`src/rtl/stim_pair_sequencer_pkg.sv`:
```
// Shared types and defaults for the ordered-pair stimulus sequencer.
// Latency: n/a (declarations only).
// Backpressure: n/a (declarations only).
package stim_pair_sequencer_pkg;

  localparam int IN_SIZE_DEF    = 4;
  localparam int SIM_DEF        = 16;
  localparam int HOLD_DEF       = 1;
  localparam int CLK_PERIOD_DEF = 10;

  typedef enum logic [2:0] {
    ST_IDLE,
    ST_APPLY_I,
    ST_APPLY_J,
    ST_WAIT_ACK,
    ST_DONE
  } state_t;

  // Index width for SIM*SIM pairs; a single pair still needs one bit.
  function automatic int idx_width(input int sim);
    return (sim * sim > 1) ? $clog2(sim * sim) : 1;
  endfunction

endpackage

```
`src/rtl/stim_pair_sequencer_hold_timer.sv`:
```
// Loadable down-counter marking the first and last cycle of a HOLD-cycle window.
// Latency: flags are decoded from the count register; load takes effect next cycle.
// Backpressure: none; counts only while run is high and stops at zero.
module hold_timer #(
  parameter int HOLD = 1
) (
  input  logic clk,
  input  logic rst,
  input  logic load,
  input  logic run,
  output logic first,
  output logic last
);

  localparam int CW = (HOLD > 1) ? $clog2(HOLD) : 1;
  localparam logic [CW-1:0] TOP = CW'(HOLD - 1);

  logic [CW-1:0] cnt;

  // Reload at the start of each window, then count down to zero and park there.
  always_ff @(posedge clk or posedge rst) begin
    if (rst) begin
      cnt <= '0;
    end else if (load) begin
      cnt <= TOP;
    end else if (run && (cnt != '0)) begin
      cnt <= cnt - 1'b1;
    end
  end

  assign first = (cnt == TOP);
  assign last  = (cnt == '0);

endmodule

```
`src/rtl/stim_pair_sequencer.sv`:
```
// Walks every ordered pair (i, j) applying i then j, with begin/end strobes and pair index.
// Latency: start seen at edge t gives the first APPLY_I cycle right after it; pair = 2*HOLD+1 cycles with ack high.
// Backpressure: waits in WAIT_ACK holding j until ack; start while busy is ignored.
module stim_pair_sequencer
  import stim_pair_sequencer_pkg::*;
#(
  parameter int IN_SIZE = IN_SIZE_DEF,
  parameter int SIM     = SIM_DEF,
  parameter int HOLD    = HOLD_DEF,
  parameter int IDX_W   = idx_width(SIM)
) (
  input  logic               clk,
  input  logic               rst,
  input  logic               start,
  input  logic               ack,
  output logic [IN_SIZE-1:0] in_o,
  output logic [IDX_W-1:0]   sim_idx,
  output logic               begin_p,
  output logic               end_p,
  output logic               busy,
  output logic               done
);

  localparam logic [IN_SIZE-1:0] LAST_VAL = IN_SIZE'(SIM - 1);

  state_t             state, state_nx;
  logic [IN_SIZE-1:0] i_q, i_nx, j_q, j_nx;
  logic [IDX_W-1:0]   idx_q, idx_nx;
  logic               t_load, t_run, t_first, t_last;

  hold_timer #(.HOLD(HOLD)) u_hold_timer (
    .clk   (clk),
    .rst   (rst),
    .load  (t_load),
    .run   (t_run),
    .first (t_first),
    .last  (t_last)
  );

  assign t_run = (state == ST_APPLY_I) || (state == ST_APPLY_J);

  // Next-state and operand stepping; the timer is reloaded on entry to each apply phase.
  always_comb begin
    state_nx = state;
    i_nx     = i_q;
    j_nx     = j_q;
    idx_nx   = idx_q;
    t_load   = 1'b0;
    case (state)
      ST_IDLE, ST_DONE: begin
        if (start) begin
          state_nx = ST_APPLY_I;
          i_nx     = '0;
          j_nx     = '0;
          idx_nx   = '0;
          t_load   = 1'b1;
        end
      end
      ST_APPLY_I: begin
        if (t_last) begin
          state_nx = ST_APPLY_J;
          t_load   = 1'b1;
        end
      end
      ST_APPLY_J: begin
        if (t_last) begin
          state_nx = ST_WAIT_ACK;
        end
      end
      ST_WAIT_ACK: begin
        if (ack) begin
          if (j_q != LAST_VAL) begin
            j_nx     = j_q + 1'b1;
            idx_nx   = idx_q + 1'b1;
            state_nx = ST_APPLY_I;
            t_load   = 1'b1;
          end else if (i_q != LAST_VAL) begin
            j_nx     = '0;
            i_nx     = i_q + 1'b1;
            idx_nx   = idx_q + 1'b1;
            state_nx = ST_APPLY_I;
            t_load   = 1'b1;
          end else begin
            state_nx = ST_DONE;
          end
        end
      end
      default: state_nx = ST_IDLE;
    endcase
  end

  // State and operand registers; reset abandons any sweep in progress.
  always_ff @(posedge clk or posedge rst) begin
    if (rst) begin
      state <= ST_IDLE;
      i_q   <= '0;
      j_q   <= '0;
      idx_q <= '0;
    end else begin
      state <= state_nx;
      i_q   <= i_nx;
      j_q   <= j_nx;
      idx_q <= idx_nx;
    end
  end

  // Outputs decode registers only, so start/ack never reach them combinationally.
  assign in_o    = (state == ST_APPLY_I) ? i_q : j_q;
  assign sim_idx = idx_q;
  assign begin_p = (state == ST_APPLY_I) && t_first;
  assign end_p   = (state == ST_APPLY_J) && t_last;
  assign busy    = (state == ST_APPLY_I) || (state == ST_APPLY_J) || (state == ST_WAIT_ACK);
  assign done    = (state == ST_DONE);

endmodule

```
`config.mk`:
```
export PLATFORM = sky130hd
export DESIGN_NAME = stim_pair_sequencer
export DESIGN_NICKNAME = d
export VERILOG_FILES = /design/src/rtl/stim_pair_sequencer_pkg.sv /design/src/rtl/stim_pair_sequencer_hold_timer.sv /design/src/rtl/stim_pair_sequencer.sv
export SDC_FILE = /design/constraint.sdc
export NUM_CORES = 1
export LEC_CHECK = 0
export CORE_MARGIN = 10
export CORE_UTILIZATION = 55
export DETAILED_ROUTE_END_ITERATION = 8
export DONT_BUFFER_PORTS = 1
export PLACE_DENSITY_LB_ADDON = 0.08
export SLEW_MARGIN = 20
export SYNTH_ARGS = -nofsm -noshare
export SYNTH_HDL_FRONTEND = slang
export SYNTH_SLANG_ARGS = --single-unit
```
`constraint.sdc`:
```
create_clock -name clk -period 2.85 [get_ports clk]
set_clock_uncertainty 0.1 [all_clocks]
set_input_delay 0.855 -clock clk [delete_from_list [all_inputs] [get_ports clk]]
set_output_delay 0.855 -clock clk [all_outputs]
set_load 0.1 [all_outputs]
```
==> impl_results.md, run 1 <==
* Worst-Margin Slew at 988.3 ps
* Pwr per Cell Area at 1250 nW/um2
* Fmax at 357.4 MHz
* Area fraction of the dominant cell type after synthesis at 0.4132
* Rel. slew slack at 0.3411
* Leak at 0.6090 nW
* Met1 Use GR at 0.1564
* Pin count of the biggest net entering global routing at 21
* Worst Reg-to-Reg Cells at 5
* Final wirelength at 2586 um
* Initial antenna violation count at 0
* DRT Pass-1 Iters at 4
* Critical Path End Type: primary output
* Req. time, crit path at 1900 ps
* Antenna Cells at 0
* DR WL/cell at 16.06 um
* Commonest cells after routing, fill and taps aside: 20 x dfrtp_1, 12 x buf_4, 11 x nor2_1
* Asr flop ratio synth at 1.000
* Clock buffer depth at 2
* RePlAce Congestion at 0.8614
* Via-to-Cell Ratio at 6.130
* Synth Net Count at 130
* Synth Instances at 123
* Leading post-synthesis cells by cell area: dfrtp_1 41%, mux2_2 6.5%, nor2_1 3.7%, or3_1 3.6%, a21oi_1 3.3%
* Max Fanout on Critical Path at 4
* Root Driver: clkbuf_4
* Layout cell share with drive strength beyond 1 at 0.2313
* Synth warn at 0
* Status: complete, no violations
* VDD IR max at 0.8531 mV
* Layout Utilization at 0.6832
* Global-route wire length before repair at 4305 um
* Post-route DRC at 0
* Post-synth EDFFs at 0
* Setup tns final at 0 ps
* Clk slew on worst S/H paths at 120 ps
* Routed via count at 987
* Yosys cell types at 40
* Seq/Total Area, Yosys at 0.4132
* Row cnt at 16
* Period utilization at 0.9817
* Clock sink count at 20
* CTS tree: built
* Yosys top cell by area: dfrtp_1
* Synthesized cell area at 1211 um2
* Gr busiest metal: met2
* H-Tree Depth at 1
* CP Launch Type: flop
* HPWL after DPL at 1924 um
* Post-Syn Area per Cell at 9.847 um2
* Slew Limit Fails at 0
* # fillers at 170
* Crit path time final at 2798 ps
* Chip height at 66.93 um
* Met3 usage at 0.04849
* Hold bufs inserted after CTS at 0
* Core Region at 2022 um2
* Vias in the first global route at 927
* Area growth, synth to finish at 14.05%
* Total CTS buffers at 3
* Antenna viol nets, final at 0
* Buffers on Ports at 0
* Clock latency on the worst-skew pair at 310 ps
* Die width at 66.93 um
* Area of the die at 4479 um2
* Critical Path AT at 1840 ps
* Initial DRC count at 71
* Synth Register Bits at 20
* Min-Delay Path Class: in2async
* Predominant post-synthesis flop cell: dfrtp_1
* Crit Path Class: reg2out
* RSZ-0062 raised after global routing: true
* Total Routing Usage GR at 0.1238
* Total grt overflow at 0
* Final Hold Viols at 0
* Commonest non-fill, non-tap cell in the layout: dfrtp_1
* Met2 Use GR at 0.1789
* I/O pin cnt at 20
* NumNets Final at 142
* Setup violators final at 0
* Max_cap viols at 0
* Initial Utilization at 0.5990
[registers in the layout (all words and copies together), names as in the netlist]
register          flops
state                 3
j_q                   4
sim_idx               8
u_hold_timer.cnt      1
i_q                   4
[cell families (layout without fill, tap and decap cells)]
| kind of cell | Yosys count | count (layout) | share of synthesized area |
|---|---|---|---|
| flip-flops | 20 | 20 | 0.4132 |
| XOR/XNOR | 2 | 2 | 0.01447 |
| AND/OR/NAND/NOR | 50 | 50 | 0.2510 |
| buffers and inverters | 8 | 19 | 0.03821 |
| multiplexers | 7 | 7 | 0.06509 |
| adder cells (fa/ha/maj) | 3 | 3 | 0.03100 |
| AO/OA/AOI/OAI | 33 | 33 | 0.1870 |
[path summary, 6_finish.rpt]
check,slack [ps],from,to
setup / recovery,50,state[2],in_o[3]
hold / removal,440,rst,sim_idx[7]
setup reg to reg,770,j_q[0],sim_idx[6]
hold reg to reg,450,j_q[3],j_q[3]
max in group asynchronous,1740,rst,i_q[1]
min in group clk,450,j_q[3],j_q[3]
[area by class of cell]
| type | count | area, um2 | share of cell area |
|---|---|---|---|
| repair buffers | 12 | 90.09 | 0.06522 |
| flip-flops and latches | 20 | 500.5 | 0.3623 |
| inverters | 3 | 11.26 | 0.008152 |
| clock buffers | 3 | 22.52 | 0.01630 |
| multi-input cells | 95 | 693.2 | 0.5018 |
| clock inverters | 1 | 30.03 | 0.02174 |
| well taps | 27 | 33.78 | 0.02446 |
[critical path: stages, from the launching register on]
cell	delay, ps
dfrtp_1	390
nand2b_1	210
nor2_1	330
mux2_2	610
[synth_stat cells (all sizes together) (2+ instances only)]
master / n
a21oi: 8
a22o: 3
a31oi: 6
and2: 3
and3: 2
buf: 4
dfrtp: 20
ha: 3
inv: 3
mux2: 7
nand2: 7
nand3: 4
nand3b: 2
nand4: 2
nor2: 12
nor3: 3
o21ai: 8
or3: 7
xnor2: 2
[layer usage]
metal,share of wire,wire [um]
met1,0.43,1118
met2,0.46,1180
met3,0.099,256
met4,0.012,31
met5,0,0
[stage by stage]
stage          hold WS (ps)  worst slack, ps  std cells  cell area, um2  power [mW]
2_1_floorplan         383.0           -2.662        123            1234       1.332
3_3_place_gp          437.5            445.6        157            1329       1.476
3_5_place_dp          429.5            398.7        157            1329       1.498
4_1_cts               445.0            45.89        161            1381       1.733
5_1_grt               472.0           -34.23        161            1381       1.821
6_report              444.3            52.23        161            1381       1.726
[timing repair]
action / 4_1_cts / 5_1_grt
buffers inserted: 0 / 0
resized for setup: 0 / 0
endpoints found under the setup margin: 0 / 4
[power breakdown]
group | leakage, nW | switching [mW] | internal (mW)
registers | 0.265 | 0.0677 | 0.348
logic | 0.316 | 0.804 | 0.270
clock network | 0.0279 | 0.0945 | 0.142
No activity file was read; power rests on OpenSTA's default activity.
==> run 2, diff against run 1 <==
--- a/config.mk
+++ b/config.mk
@@ -9,6 +9,7 @@
 export CORE_UTILIZATION = 55
 export DETAILED_ROUTE_END_ITERATION = 8
 export DONT_BUFFER_PORTS = 1
+export MAX_ROUTING_LAYER = met4
 export PLACE_DENSITY_LB_ADDON = 0.08
 export SLEW_MARGIN = 20
 export SYNTH_ARGS = -nofsm -noshare
==> run 2 against run 1 <==
Sequential cell count stayed put; maximum frequency up 0.50%; count of clock-buffer cells in the layout stayed put; final cell count is the same; largest cell class unchanged; highest routed layer unchanged.
==> impl_results.md, run 2 (synthesis gave the netlist of run 1 again) <==
* Status: complete, no violations
* RePlAce Congestion at 0.8752
* Placed cell areas at 1329 um2
* Clk slew on worst S/H paths at 120 ps
* Clock buffer depth at 2
* Placed cells at 157
* Clock sink count at 20
* Final Hold Viols at 0
* Worst-Margin Slew at 981.6 ps
* Sequential cell area at 500.5 um2
* Area of the multi-input gates at 693.2 um2
* Root Driver: clkbuf_4
* Req. time, crit path at 1900 ps
* Area growth, synth to finish at 14.05%
* DR WL/cell at 15.92 um
* Crit path time final at 2784 ps
* Core Region at 2022 um2
* Buffers on Ports at 0
* Commonest cells after routing, fill and taps aside: 20 x dfrtp_1, 12 x buf_4, 11 x nor2_1
* Antenna Cells at 0
* Max reg flops at 8
* Post-route DRC at 0
* Area of the die at 4479 um2
* # fillers at 170
* Die width at 66.93 um
* Rel. slew slack at 0.3456
* Initial antenna violation count at 0
* Post_cts resized at 0
* Vias in the first global route at 937
* Routed via count at 990
* CP Launch Type: flop
* Slew Limit Fails at 0
* Antenna viol nets, final at 0
* Max Fanout on Critical Path at 4
* Min-Delay Path Class: reg2reg
* Total grt overflow at 0
* DRT Pass-1 Iters at 4
* I/O pin cnt at 20
* Final wirelength at 2563 um
* Total CTS buffers at 3
* Pin count of the biggest net entering global routing at 21
* Post-CTS setup buffers at 0
* Row cnt at 16
* Initial Utilization at 0.5990
* Initial DRC count at 78
* HPWL after DPL at 1924 um
* Period utilization at 0.9768
* Total Routing Usage GR at 0.1262
* NumNets Final at 142
* Fin area at 1381 um2
* Critical Path AT at 1830 ps
* Layout cell share with drive strength beyond 1 at 0.2313
* Setup violators final at 0
* Max_cap viols at 0
* Clock latency on the worst-skew pair at 300 ps
* Chip height at 66.93 um
* Crit Path Class: reg2out
* Via-to-Cell Ratio at 6.149
* Setup tns final at 0 ps
* Fmax at 359.2 MHz
* RSZ-0062 raised after global routing: true
* CTS tree: built
* Non-Filler Instances at 161
* Hold bufs inserted after CTS at 0
* Commonest non-fill, non-tap cell in the layout: dfrtp_1
* Global-route wire length before repair at 4298 um
* H-Tree Depth at 1
* Critical Path End Type: primary output
## run 2: critical path, cell delays in order (launching register included)
cell	delay, ps
dfrtp_1	390
nand2b_1	210
nor2_1	320
mux2_2	610
## run 2: metrics by stage
stage	hold slack [ps]	utilization	worst slack, ps
after floorplan	383.0	-	-2.662
after global placement	437.5	0.6572	445.6
after detailed placement	429.5	0.6572	398.7
after CTS	445.0	0.6832	45.89
after global routing	477.2	0.6832	-28.96
final	447.9	0.6832	66.25
## run 2: routing by layer
layer | GRT usage | up-vias | share of wire
met1 | 0.1573 | 461 | 0.44
met2 | 0.1801 | 35 | 0.46
met4 | 0.05897 | 0 | 0.012
li1 | - | 489 | -
met3 | 0.04013 | 5 | 0.092
met5 | - | - | 0
## run 2: path summary, 6_finish.rpt
kind	from	endpoint	slack [ps]	cells after the start
max in group asynchronous	rst	j_q[2]	1730	1
max reg2reg	j_q[0]	sim_idx[6]	750	5
min reg2reg	j_q[3]	j_q[3]	450	1
max	state[2]	in_o[3]	70	3
min in group asynchronous	rst	sim_idx[7]	460	1
min	j_q[3]	j_q[3]	450	1
## run 2: final cells by class
type | instances | share of cell area
Tap cell | 27 | 0.02446
Multi-Input combinational cell | 95 | 0.5018
Clock buffer | 3 | 0.01630
Sequential cell | 20 | 0.3623
Clock inverter | 1 | 0.02174
Timing Repair Buffer | 12 | 0.06522
Inverter | 3 | 0.008152
Power of run 2 is left out: the tool's default activity adds up to more than one toggle a clock period on the data nets, which glitch-free logic cannot reach.
